File: src/rtl/i2c_slave_responder.sv
`default_nettype none
// ============================================================================
// Module   : i2c_slave_responder
// Brief    : I2C target. Oversamples SCL/SDA, detects START/STOP, ACKs a
//            7-bit address, strobes out written bytes and requests bytes
//            to return on reads. SDA is open-drain (pull-low enable only).
// Revision : 1.0 - initial release
// ============================================================================
module i2c_slave_responder #(
    parameter logic [6:0] SLAVE_ADDRESS = 7'h68,
    parameter int         SYNC_STAGES   = 2
) (
    input  logic       pclk,
    input  logic       areset,
    input  logic       scl_i,
    input  logic       sda_i,
    output logic       sda_oe,
    output logic [7:0] wr_data,
    output logic       wr_valid,
    output logic       rd_req,
    input  logic [7:0] rd_data,
    output logic       addr_hit,
    output logic       busy
);

    // Depth below 2 is not a safe synchronizer; clamp it.
    localparam int c_SYNC_STAGES = (SYNC_STAGES < 2) ? 2 : SYNC_STAGES;

    localparam logic [2:0] c_IDLE      = 3'd0;
    localparam logic [2:0] c_ADDR      = 3'd1;
    localparam logic [2:0] c_ADDR_ACK  = 3'd2;
    localparam logic [2:0] c_WR_DATA   = 3'd3;
    localparam logic [2:0] c_WR_ACK    = 3'd4;
    localparam logic [2:0] c_RD_DATA   = 3'd5;
    localparam logic [2:0] c_RD_ACK    = 3'd6;
    localparam logic [2:0] c_WAIT_STOP = 3'd7;

    logic [c_SYNC_STAGES-1:0] r_scl_sync, r_sda_sync;
    logic       r_p_scl, r_p_sda;
    logic       w_s_scl, w_s_sda;
    logic       w_rise, w_fall, w_start, w_stop;

    logic [2:0] r_state, w_next_state;
    logic [2:0] r_bit_cnt, w_bit_cnt_nxt;
    logic       r_bit_done, w_bit_done_nxt;
    logic [7:0] r_shift, w_shift_nxt;
    logic       r_rw, w_rw_nxt;
    logic       r_nack, w_nack_nxt;
    logic       r_sda_oe, w_sda_oe_nxt;
    logic [7:0] r_wr_data, w_wr_data_nxt;
    logic       r_wr_valid, w_wr_valid_nxt;
    logic       r_addr_hit, w_addr_hit_nxt;
    logic       w_rd_req;
    logic       w_match;

    // Input synchronizers and previous-sample registers; reset to idle bus.
    always_ff @(posedge pclk) begin
        if (areset) begin
            r_scl_sync <= '1;
            r_sda_sync <= '1;
            r_p_scl    <= 1'b1;
            r_p_sda    <= 1'b1;
        end else begin
            r_scl_sync <= {r_scl_sync[c_SYNC_STAGES-2:0], scl_i};
            r_sda_sync <= {r_sda_sync[c_SYNC_STAGES-2:0], sda_i};
            r_p_scl    <= w_s_scl;
            r_p_sda    <= w_s_sda;
        end
    end

    assign w_s_scl = r_scl_sync[c_SYNC_STAGES-1];
    assign w_s_sda = r_sda_sync[c_SYNC_STAGES-1];
    assign w_rise  = !r_p_scl &  w_s_scl;
    assign w_fall  =  r_p_scl & !w_s_scl;
    assign w_start =  r_p_scl &  w_s_scl &  r_p_sda & !w_s_sda;
    assign w_stop  =  r_p_scl &  w_s_scl & !r_p_sda &  w_s_sda;
    assign w_match = (r_shift[7:1] == SLAVE_ADDRESS);

    // State register.
    always_ff @(posedge pclk) begin
        if (areset) r_state <= c_IDLE;
        else        r_state <= w_next_state;
    end

    // Next-state logic; bus conditions override every other transition.
    always_comb begin
        w_next_state = r_state;
        if (w_start) begin
            w_next_state = c_ADDR;
        end else if (w_stop) begin
            w_next_state = c_IDLE;
        end else begin
            case (r_state)
                c_IDLE:      w_next_state = c_IDLE;
                c_ADDR:      if (w_fall && r_bit_done) w_next_state = w_match ? c_ADDR_ACK : c_WAIT_STOP;
                c_ADDR_ACK:  if (w_fall) w_next_state = r_rw ? c_RD_DATA : c_WR_DATA;
                c_WR_DATA:   if (w_fall && r_bit_done) w_next_state = c_WR_ACK;
                c_WR_ACK:    if (w_fall) w_next_state = c_WR_DATA;
                c_RD_DATA:   if (w_fall && r_bit_done) w_next_state = c_RD_ACK;
                c_RD_ACK:    if (w_fall) w_next_state = r_nack ? c_WAIT_STOP : c_RD_DATA;
                c_WAIT_STOP: w_next_state = c_WAIT_STOP;
                default:     w_next_state = c_IDLE;
            endcase
        end
    end

    // Output/datapath next values; sda_oe only moves on SCL fall, START or STOP.
    always_comb begin
        w_bit_cnt_nxt  = r_bit_cnt;
        w_bit_done_nxt = r_bit_done;
        w_shift_nxt    = r_shift;
        w_rw_nxt       = r_rw;
        w_nack_nxt     = r_nack;
        w_sda_oe_nxt   = r_sda_oe;
        w_wr_data_nxt  = r_wr_data;
        w_wr_valid_nxt = 1'b0;
        w_addr_hit_nxt = 1'b0;
        w_rd_req       = 1'b0;
        if (w_start) begin
            w_sda_oe_nxt   = 1'b0;
            w_bit_cnt_nxt  = 3'd0;
            w_bit_done_nxt = 1'b0;
        end else if (w_stop) begin
            w_sda_oe_nxt = 1'b0;
        end else begin
            case (r_state)
                c_ADDR, c_WR_DATA: begin
                    if (w_rise && !r_bit_done) begin
                        w_shift_nxt    = {r_shift[6:0], w_s_sda};
                        w_bit_cnt_nxt  = r_bit_cnt + 3'd1;
                        w_bit_done_nxt = (r_bit_cnt == 3'd7);
                    end else if (w_fall && r_bit_done) begin
                        if (r_state == c_WR_DATA) begin
                            w_wr_data_nxt  = r_shift;
                            w_wr_valid_nxt = 1'b1;
                            w_sda_oe_nxt   = 1'b1;
                        end else if (w_match) begin
                            w_sda_oe_nxt   = 1'b1;
                            w_addr_hit_nxt = 1'b1;
                            w_rw_nxt       = r_shift[0];
                        end else begin
                            w_sda_oe_nxt = 1'b0;
                        end
                    end
                end
                c_ADDR_ACK, c_WR_ACK: begin
                    if (w_fall) begin
                        w_bit_cnt_nxt  = 3'd0;
                        w_bit_done_nxt = 1'b0;
                        if (r_state == c_ADDR_ACK && r_rw) begin
                            w_rd_req     = 1'b1;
                            w_shift_nxt  = rd_data;
                            w_sda_oe_nxt = ~rd_data[7];
                        end else begin
                            w_sda_oe_nxt = 1'b0;
                        end
                    end
                end
                c_RD_DATA: begin
                    if (w_rise && !r_bit_done) begin
                        w_bit_cnt_nxt  = r_bit_cnt + 3'd1;
                        w_bit_done_nxt = (r_bit_cnt == 3'd7);
                    end else if (w_fall) begin
                        if (r_bit_done) begin
                            w_sda_oe_nxt = 1'b0;
                        end else begin
                            w_shift_nxt  = {r_shift[6:0], 1'b0};
                            w_sda_oe_nxt = ~r_shift[6];
                        end
                    end
                end
                c_RD_ACK: begin
                    if (w_rise) begin
                        w_nack_nxt = w_s_sda;
                    end else if (w_fall && !r_nack) begin
                        w_rd_req       = 1'b1;
                        w_shift_nxt    = rd_data;
                        w_sda_oe_nxt   = ~rd_data[7];
                        w_bit_cnt_nxt  = 3'd0;
                        w_bit_done_nxt = 1'b0;
                    end
                end
                c_WAIT_STOP: w_sda_oe_nxt = 1'b0;
                default:     w_sda_oe_nxt = 1'b0;
            endcase
        end
    end

    // Datapath and registered pulse outputs.
    always_ff @(posedge pclk) begin
        if (areset) begin
            r_bit_cnt  <= 3'd0;
            r_bit_done <= 1'b0;
            r_shift    <= 8'h00;
            r_rw       <= 1'b0;
            r_nack     <= 1'b0;
            r_sda_oe   <= 1'b0;
            r_wr_data  <= 8'h00;
            r_wr_valid <= 1'b0;
            r_addr_hit <= 1'b0;
        end else begin
            r_bit_cnt  <= w_bit_cnt_nxt;
            r_bit_done <= w_bit_done_nxt;
            r_shift    <= w_shift_nxt;
            r_rw       <= w_rw_nxt;
            r_nack     <= w_nack_nxt;
            r_sda_oe   <= w_sda_oe_nxt;
            r_wr_data  <= w_wr_data_nxt;
            r_wr_valid <= w_wr_valid_nxt;
            r_addr_hit <= w_addr_hit_nxt;
        end
    end

    assign sda_oe   = r_sda_oe;
    assign wr_data  = r_wr_data;
    assign wr_valid = r_wr_valid;
    assign addr_hit = r_addr_hit;
    assign rd_req   = w_rd_req;
    assign busy     = (r_state != c_IDLE);

endmodule
`default_nettype wire

File: config.mk
export PLATFORM = sky130hd
export DESIGN_NAME = i2c_slave_responder
export DESIGN_NICKNAME = d
export VERILOG_FILES = /design/src/rtl/i2c_slave_responder.sv
export SDC_FILE = /design/constraint.sdc
export NUM_CORES = 1
export LEC_CHECK = 0
export ABC_AREA = 1
export CAP_MARGIN = 30
export CORE_UTILIZATION = 54
export DETAILED_ROUTE_END_ITERATION = 8
export PLACE_DENSITY = 0.79
export SLEW_MARGIN = 10
export SYNTH_ARGS = -nofsm -noshare
export SYNTH_HDL_FRONTEND = slang
export SYNTH_SLANG_ARGS = --single-unit
File: constraint.sdc
create_clock -name pclk -period 2 [get_ports pclk]
set_clock_uncertainty 0.2 [all_clocks]
set_input_delay 0.5 -clock pclk [delete_from_list [all_inputs] [get_ports pclk]]
set_output_delay 0.5 -clock pclk [all_outputs]
set_load 0.03 [all_outputs]
==> results_dict.tcl <==
set metrics [dict create \
    clk_pin_slew_ns 0.10 \
    met2_usage 0.422 \
    drc 0 \
    synth_largest_area_cell "dfxtp_1" \
    synth_area_um2 1840 \
    critPathMaxStageDelay_ns 0.36 \
    min_period_ns 2.14 \
    coreArea_um2 3150 \
    std_cell_rows 20 \
    leakagePower_nw 1.16 \
    dieArea_um2 3640 \
    clock_latency_ns 0.33 \
    first_global_vias 1609 \
    antenna_found_initial 0 \
    post-place-cells 350 \
    initial_utilization 0.583 \
    whs_ns 0.219 \
    synth_cells 278 \
    holdBufCountCts 0 \
    synth_top_area_share 0.370 \
    cts_root_buf "clkbuf_4" \
    stdcell_area_um2 2310 \
    netlist_top_cells_count "nand2_1, nor2_1, inv_1" \
    worstMarginPinSlew_ns 0.417 \
    yosys_warnings 0 \
    pre_cts_slack_ns 0.0301 \
    fin_crit_sh 1.07 \
    final_antenna_net_count 0 \
    yosys_most_used_dff "dfxtp_1" \
    die_w_um 60.3 \
    clockBufferDepth 2 \
    hpwl_mm 3.28 \
    ioPinCount 25 \
    synth_edf_count 0 \
    utilization 0.733 \
    fmax_mhz 468 \
    cp.required_ns 1.30 \
    crit_fanout 3 \
    grt_util_met1 0.334 \
    drive_gt1_frac 0.171 \
    cp-start-kind "register" \
    grt_pass1_wl_mm 7.00 \
    outcome "complete, but fails checks" \
    slew_headroom 0.720 \
    arrival_ns 1.44 \
    firstDrtPassIters 4 \
    p_int_mw 1.80 \
    rsz0062_at_grt "yes" \
    seqPwrFrac 0.292 \
    cts_made_buffers 5 \
    cts_tree "built" \
    switching_share 0.478 \
    tns_ns -0.137 \
    regArea_um2 687 \
    ys_top_cells_by_area "dfxtp_1, nand2_1, nor2_1, inv_1, nand3_1" \
    fin_total_pwr_mw 3.45 \
    cp_top_family "flip-flops" \
    wl_mm 4.33 \
    busiest_layer "met2" \
    syn-mean-instance-area_um2 6.61 \
    combinationalPowerShare 0.601 \
    use_met3 0.0640 \
    viasPerCell 5.10 \
    violations "setup timing" \
    area_delta_synth_final_pct 25.8 \
    io_buffer_count 24 \
    grt_util_all_layers 0.263 \
    vdd_drop_max_mv 0.888 \
    htreeDepth 2 \
    cp_slowest_cell "dfxtp_2" \
    end_kind "output port" \
    gr-total-overflow 0 \
    finalWeightedCongestion 0.931 \
    post_drt_wl_per_cell_um 12.1 \
    multiInputGateArea_um2 1010 \
    synthMostInstantiatedCell "nand2_1" \
    final_cell_count_no_fill 359 \
    maxSlewViolCount 0 \
    nets 330 \
    n_fill_cell 273 \
    maxCapViolCount 0 \
    layout_setup_ws_ns -0.137 \
    ys_ff_latch 34 \
    dieHeight_um 60.3 \
    power_switching_mw 1.65 \
    synth_seq_area_share 0.370 \
    path_cells "inv_2 > nor2_4 > inv_4 > o41ai_4 > buf_4" \
    grt_max_degree 21 \
    setup_violations 1 \
    critPathKind "register to output port" \
    ys_types 29 \
    async_flop_share 0 \
    dpl_cell_area_um2 2210 \
    via_count 1832 \
    hold_violations 0 \
    hold_path.class "register to register" \
    diodes 0 \
    clkPwrFrac 0.107 \
    dr.first_iter.drc_count 102 \
    powerDensity_nw_per_um2 1490 \
    clock-sinks 34 \
    cp_num_buf_inv 3 \
    syn-num-nets 292 \
]
[layout make-up]
class	instances	share of cell area
clock buffer	6	0.0222
inverter	39	0.0655
multi-input combinational	197	0.436
sequential	34	0.297
tap	44	0.0238
timing repair buffer	39	0.155
[routing by layer]
layer / up-vias / share of wire
met5: - / 0
met4: 0 / 0.016
met3: 6 / 0.086
met2: 77 / 0.46
met1: 798 / 0.43
li1: 951 / -
[path summary, 6_finish.rpt]
check	startpoint	to	slack, ns	cells after the start
max	r_state[1]	rd_req	-0.14	5
min	r_scl_sync[0]	r_scl_sync[1]	0.22	1
max reg2reg	r_state[1]	r_shift[0]	0.15	11
min reg2reg	r_scl_sync[0]	r_scl_sync[1]	0.22	1
[cell usage in the layout, fill, tap and decap left out, drive strengths merged]
| master | synthesis | final |
|---|---|---|
| nor4 | 1 | 1 |
| nand4 | 3 | 3 |
| ha | 2 | 2 |
| inv | 39 | 39 |
| o211ai | 1 | 1 |
| clkbuf | 2 | 6 |
| clkdlybuf4s50 | 0 | 11 |
| o41ai | 1 | 1 |
| buf | 6 | 17 |
| nor3 | 4 | 4 |
| nor2 | 50 | 50 |
| o21ai | 14 | 14 |
| dlygate4sd2 | 0 | 11 |
| a21oi | 20 | 20 |
| nand3 | 26 | 26 |
| nand2 | 71 | 71 |
| or2 | 4 | 4 |
| dfxtp | 34 | 34 |
[registers in the layout, indices dropped and copies added, names as in the netlist, 2 cells and up]
name        cells
r_state         3
r_sda_sync      2
wr_data         8
r_shift         8
r_scl_sync      2
r_bit_cnt       3
[timing repair]
action	in CTS	in global routing
pin swaps	3	3
buffers inserted	1	2
setup endpoints to repair	12	3
gates resized for setup	18	8
[logic make-up after synthesis]
family                   share of synthesized area
buffers and inverters                        0.111
AND/OR/NAND/NOR                              0.387
AO/OA/AOI/OAI                                0.118
flip-flops                                   0.370
adder cells (fa/ha/maj)                     0.0136
[power by group through the flow]
stage	sequential (mW)	clock, mW	combinational (mW)
finish	1.01	0.369	2.07
global route	1.02	0.402	2.31
CTS	0.987	0.379	1.99
detailed placement	0.991	0	1.96
global placement	0.988	0	1.91
floorplan	0.975	0	1.51
Power figures use the tool's default switching activity.
